===== src/rtl/load_store_unit.sv =====
// Load/store unit with a byte-at-a-time block copy engine in front of a single-port data RAM.
// The RAM read path is combinational; all RAM writes commit on the rising edge of CLK.
//
// state | meaning
// IDLE  | ready for a request
// LOAD  | read latched address, capture read data
// STORE | write latched data to latched address
// CP_RD | read source byte into hold register
// CP_WR | write hold byte to destination, advance pointers
// RESP  | one-cycle completion pulse
module load_store_unit #(
    parameter int ADDR_W = 8,
    parameter int DATA_W = 8
) (
    input  logic              CLK,
    input  logic              Reset_n,
    input  logic              ReqValid,
    output logic              ReqReady,
    input  logic [1:0]        ReqOp,
    input  logic [ADDR_W-1:0] ReqAddr,
    input  logic [ADDR_W-1:0] ReqDst,
    input  logic [7:0]        ReqLen,
    input  logic [DATA_W-1:0] ReqWData,
    output logic              RespValid,
    output logic [DATA_W-1:0] RespData,
    output logic              RespErr,
    output logic [ADDR_W-1:0] MemAddress,
    output logic              MemWrite,
    output logic [DATA_W-1:0] MemWData,
    input  logic [DATA_W-1:0] MemRData,
    output logic              Busy
);

    typedef enum logic [2:0] {IDLE, LOAD, STORE, CP_RD, CP_WR, RESP} state_t;

    state_t            state, state_nxt;
    logic [ADDR_W-1:0] src, dst;
    logic [7:0]        cnt;
    logic [DATA_W-1:0] wdata, hold, resp_data;
    logic              err;

    always_ff @(posedge CLK) begin
        if (!Reset_n) state <= IDLE;
        else          state <= state_nxt;
    end

    always_comb begin
        state_nxt = state;
        case (state)
            IDLE: begin
                if (ReqValid) begin
                    case (ReqOp)
                        2'b00:   state_nxt = LOAD;
                        2'b01:   state_nxt = STORE;
                        2'b10:   state_nxt = (ReqLen == 8'd0) ? RESP : CP_RD;
                        default: state_nxt = RESP;
                    endcase
                end
            end
            LOAD, STORE: state_nxt = RESP;
            CP_RD:       state_nxt = CP_WR;
            CP_WR:       state_nxt = (cnt == 8'd1) ? RESP : CP_RD;
            RESP:        state_nxt = IDLE;
            default:     state_nxt = IDLE;
        endcase
    end

    always_ff @(posedge CLK) begin
        if (!Reset_n) begin
            src       <= '0;
            dst       <= '0;
            cnt       <= '0;
            wdata     <= '0;
            hold      <= '0;
            resp_data <= '0;
            err       <= 1'b0;
        end else begin
            case (state)
                IDLE: begin
                    if (ReqValid) begin
                        src   <= ReqAddr;
                        dst   <= ReqDst;
                        cnt   <= ReqLen;
                        wdata <= ReqWData;
                        err   <= (ReqOp == 2'b11);
                    end
                end
                LOAD:  resp_data <= MemRData;
                STORE: resp_data <= wdata;
                CP_RD: hold      <= MemRData;
                CP_WR: begin
                    src       <= src + ADDR_W'(1);
                    dst       <= dst + ADDR_W'(1);
                    cnt       <= cnt - 8'd1;
                    resp_data <= hold;
                end
                default: ;
            endcase
        end
    end

    assign ReqReady   = (state == IDLE);
    assign Busy       = (state != IDLE);
    assign RespValid  = (state == RESP);
    assign RespErr    = (state == RESP) && err;
    assign RespData   = resp_data;
    assign MemAddress = (state == CP_WR) ? dst : src;
    assign MemWData   = (state == CP_WR) ? hold : wdata;
    // Reset gates the write strobe so an aborted copy cannot commit on the reset edge.
    assign MemWrite   = Reset_n && ((state == STORE) || (state == CP_WR));

endmodule


===== config.mk =====
export PLATFORM = sky130hd
export DESIGN_NAME = load_store_unit
export DESIGN_NICKNAME = d
export VERILOG_FILES = /design/src/rtl/load_store_unit.sv
export SDC_FILE = /design/constraint.sdc
export NUM_CORES = 1
export LEC_CHECK = 0
export ABC_AREA = 1
export BUFFER_PORTS_ARGS = -buffer_cell sky130_fd_sc_hd__buf_2
export CAP_MARGIN = 15
export CORE_UTILIZATION = 55
export CTS_CLUSTER_DIAMETER = 50
export DETAILED_ROUTE_END_ITERATION = 12
export PLACE_DENSITY = 0.85
export SLEW_MARGIN = 20
export SYNTH_ARGS = -nofsm -noshare
export SYNTH_HDL_FRONTEND = slang
export SYNTH_SLANG_ARGS = --single-unit

===== constraint.sdc =====
create_clock -name CLK -period 3.5 [get_ports CLK]
set_input_delay 0.175 -clock CLK [delete_from_list [all_inputs] [get_ports CLK]]
set_output_delay 0.175 -clock CLK [all_outputs]
set_load 0.05 [all_outputs]

======== After elaboration in Yosys (flattened, before gate mapping) ========
Cells that the tools add are included.
storage, ports and cells
  bits in latches ......................... 0
  bits in writable memories ............... 0
  input bits .............................. 45
  memories kept ........................... 0
  word-level logic and storage cells ...... 47
  output and inout bits ................... 29
  bits in read-only memories .............. 0
  bits in registers ....................... 52
cells by class
  shift-type cells ........................ 0
  $add $sub $neg .......................... 3
  eq/ne operators ......................... 10
  multiplexer cells ....................... 14
  divide/modulo/power cells ............... 0
  bitwise gates (word level) .............. 0
  magnitude comparators ................... 0
  multiply operators ...................... 0
  reductions and logical operators ........ 12
operators by type and width
  kind                   number
  $pmux W8 S2            3
  $mux W8                5
  $pmux W8 S3            1
  $add A8 B1 Y8 const B  2
  $pmux W3 S4            1
  $mux W3                3
  $pmux W3 S3            1
  $eq A8 B1 Y1 const B   1
  $logic_not A8 Y1       1
  $sub A8 B1 Y8 const B  1
  $eq A3 B2 Y1 const B   2
  $eq A3 B3 Y1 const B   2
  $reduce_bool A3 Y1     2
  $eq A2 B2 Y1 const B   2
  $reduce_and A2 Y1      2
  $eq A3 B1 Y1 const B   1
  $logic_not A3 Y1       1
  $eq A2 B1 Y1 const B   1
  $logic_and A1 B1 Y1    2
  $logic_not A2 Y1       1
  $ne A2 B2 Y1 const B   1
  $reduce_bool A2 Y1     1
  $reduce_or A2 Y1       1
  $logic_or A1 B1 Y1     1

======== Logic depth before layout (Yosys ltp) ========
  word-level depth ........................ 5
  gate-level depth with buffers ........... 9
  depth with buffers taken out ............ 9

======== Least setup slack after synthesis ========
OpenSTA, ideal clock, no wires.
  path kind ............................... register to output
  from .................................... register state[1]
  to ...................................... output port MemAddress[3]
  setup slack ............................. 1296 ps
  required time ........................... 3325 ps
  stages on the path, launching flop included .. 6
  arrival ................................. 2029 ps
  buffers on the path ..................... 2
  cells stage by stage .................... dfxtp_1 > nor2_4 > nand2_2 > buf_2 > buf_2 > o21ai_0
between the ends
  word-level cells in the longest chain between the ends .. 2
RTL lines
  what                      line  RTL
  start: declaration        36    state_t state, state_nxt;
  start signal: assignment  44    else state <= state_nxt;
  $eq A3 B3 Y1              107   assign MemAddress = (state == CP_WR) ? dst : src;
  $mux W8                   107
  end: declaration          27    output logic [ADDR_W-1:0] MemAddress,
Every way passes these cells.

======== Worst setup path in the final report ========
  from .................................... register state[1]
  to ...................................... output port MemWrite
between the ends
  word-level cells in the longest chain between the ends .. 3
  elaborated cells on any way between the ends .. 4
  classes of those cells .................. eq/ne: 2; reduce/logical: 2
RTL lines
  what                                          line  RTL
  $eq A3 B2 Y1 or $eq A3 B3 Y1 (tied branches)  110   assign MemWrite = Reset_n && ((state == STORE) || (state == CP_WR));
  $logic_or A1 B1 Y1 *                          110
  $logic_and A1 B1 Y1 *                         110
  end: declaration                              28    output logic MemWrite,
Mark *: on every way between the ends. The rest lies on a longest branch, timed or not.

==> results.yml <==
floorplan:
  die_h_um: 73.9
  num_rows: 25
  initial_core_util: 0.587
  die_w_um: 73.9
  core_area_um2: 4850
  ios: 74
  die_area_um2: 5460
cells_and_area:
  nets: 544
  final_core_util: 0.681
  fillers: 436
  drive_above_1_share: 0.188
  layout_commonest_cell: "nand2_1"
  final_cell_mix: "82 x nand2_1, 73 x buf_2, 66 x inv_1, 61 x o21ai_0, 52 x dfxtp_1"
  multi_input_area_um2: 1450
  register_area_um2: 1040
  antenna_cells: 0
  area_delta_synth_final_pct: 16.1
critical_path:
  startpoint_type: "flip-flop"
  critPathRequiredTime_ps: 3320
  cp_max_fo: 32
  worst_setup_path_end_kind: "output pin"
  critical_path_class: "flip-flop to output pin"
  cp_data_arrival_time_ps: 2310
clocking:
  clk-insertion-delay-late_ps: 320
  cts_hold_buf: 0
  cts_buffers: 5
  clockRootBuffer: "clkbuf_8"
  cts_setup_buffers: 0
  cts_max_level: 2
  clk_pin_slew_ps: 100
  cts.sinks: 52
  cts_resized: 0
  cts_buffer_depth: 2
  cts_tree: "yes"
place:
  portBuffers: 73
  globalplace.congestion: 0.868
  dp_hpwl_um: 5040
logic_synthesis:
  yosysUniqueCellTypes: 33
  ys_seq_area_frac: 0.366
  netlist_instances: 432
  syn-num-nets: 481
  syn_area_per_cell_um2: 6.58
  yosysWarningCount: 0
  synth_area_um2: 2840
  ys_seq_elements: 52
timing:
  fmax_ghz: 0.403
  skew_ps: 10.3
  layout_min_cycle_time_ps: 2480
  hold_viol: 0
  setup_tns_ps: 0
  slew_violations: 0
  slew_headroom: 0.406
  period_share: 0.709
  tightestPinTransition_ps: 885
  rsz0062_at_grt: "no"
  setup_viol: 0
detailed_routing:
  drc: 0
  ant_nets: 0
  post_drt_via_cell_ratio: 5.43
  vias: 3056
  first_pass_iters: 5
  wire_per_inst_um: 12.7
  wirelength_um: 7130
  first_iter_violations: 156
grt:
  overflow: 0
  grt_pass1_vias: 2707
  grt_max_degree: 38
  grt_pass1_wl_um: 11800
  grt_usage: 0.276
  antenna_found_initial: 0
power:
  powerDensity_nw_per_um2: 636
  peakVddDrop_uv: 521
  leakagePower_nw: 1.48
run:
  drv_cap: 0
run_status:
  status: "complete, no violations"
hold_path:
  min_path_type: "input pin to flip-flop"
-- metal layers --
metal | global-route usage | up-vias | routed length [um] | part of all wire
met5 | 0 | - | 0 | 0
met4 | 0.0769 | 0 | 74 | 0.010
met3 | 0.0521 | 8 | 402 | 0.056
met2 | 0.440 | 105 | 3210 | 0.45
met1 | 0.380 | 1397 | 3450 | 0.48
li1 | - | 1546 | - | -
-- synthesized netlist by cell type, drive strengths merged --
cell type | instances | area share
nand2 | 86 | 0.12
inv | 68 | 0.090
o21ai | 63 | 0.11
dfxtp | 52 | 0.37
a21oi | 44 | 0.077
nor2 | 33 | 0.047
nand3 | 22 | 0.040
buf | 12 | 0.026
o22ai | 8 | 0.018
a31oi | 7 | 0.015
clkbuf | 7 | 0.0092
nand4 | 5 | 0.011
a211oi | 4 | 0.011
ha | 4 | 0.018
o211ai | 4 | 0.011
nor3 | 3 | 0.0053
o21bai | 2 | 0.0053
o221ai | 2 | 0.0062
and2 | 1 | 0.0022
nand3b | 1 | 0.0026
nor4 | 1 | 0.0022
o21a | 1 | 0.0026
or2 | 1 | 0.0022
xor2 | 1 | 0.0031
-- worst max-delay path, cell delays in order, from the launching register on --
cell and delay (ps):
dfxtp_1 490, nor2_4 80, nand2_2 430, buf_4 330
and2_1 360, nor2_1 60, buf_2 230
-- path summary, 6_finish.rpt --
path                  start     endpoint  slack (ps)  cells past startpoint
setup / recovery   state[1]     MemWrite        1020                      6
hold / removal    ReqDst[1]       dst[1]         120                      3
setup reg to reg   state[1]  RespData[1]        1350                      7
hold reg to reg    wdata[4]     wdata[4]         480                      2
-- flip-flops by register name, summed over array words and instances (netlist names) --
| name | flops |
|---|---|
| hold | 8 |
| cnt | 8 |
| dst | 8 |
| err | 1 |
| wdata | 8 |
| state | 3 |
| RespData | 8 |
| src | 8 |
-- final cells by class --
class | count | share of cell area
Clock buffer | 5 | 0.0208
Clock inverter | 3 | 0.00758
Inverter | 68 | 0.0773
Multi-Input combinational cell | 293 | 0.438
Sequential cell | 52 | 0.315
Tap cell | 67 | 0.0254
Timing Repair Buffer | 75 | 0.115
-- power breakdown --
| part | switching (mW) | leakage (nW) | internal [mW] | total [mW] |
|---|---|---|---|---|
| Clock | 0.222 | 0.0452 | 0.146 | 0.369 |
| Sequential | 0.0806 | 0.428 | 0.706 | 0.786 |
| Combinational | 0.700 | 1.01 | 0.246 | 0.946 |
-- through the flow --
step | hold slack, ps | setup slack (ps) | std cells | area [um2] | power [mW]
finish | 121 | 1020 | 563 | 3300 | 2.10
global route | 126 | 849 | 563 | 3300 | 2.23
CTS | 119 | 1000 | 563 | 3300 | 2.10
detailed placement | 451 | 1360 | 555 | 3210 | 1.73
global placement | 444 | 1420 | 555 | 3210 | 1.71
floorplan | 323 | 1300 | 432 | 2840 | 1.53
-- cells by family after synthesis --
kind of cell	Yosys count	synth area share
and+or+nand+nor	153	0.232
adders and majority gates	4	0.0176
buffers and inverters	87	0.125
DFF	52	0.366
xor gates and xnor gates	1	0.00308
AOI/OAI and AO/OA	135	0.256
No activity file was read; power rests on OpenSTA's default activity.
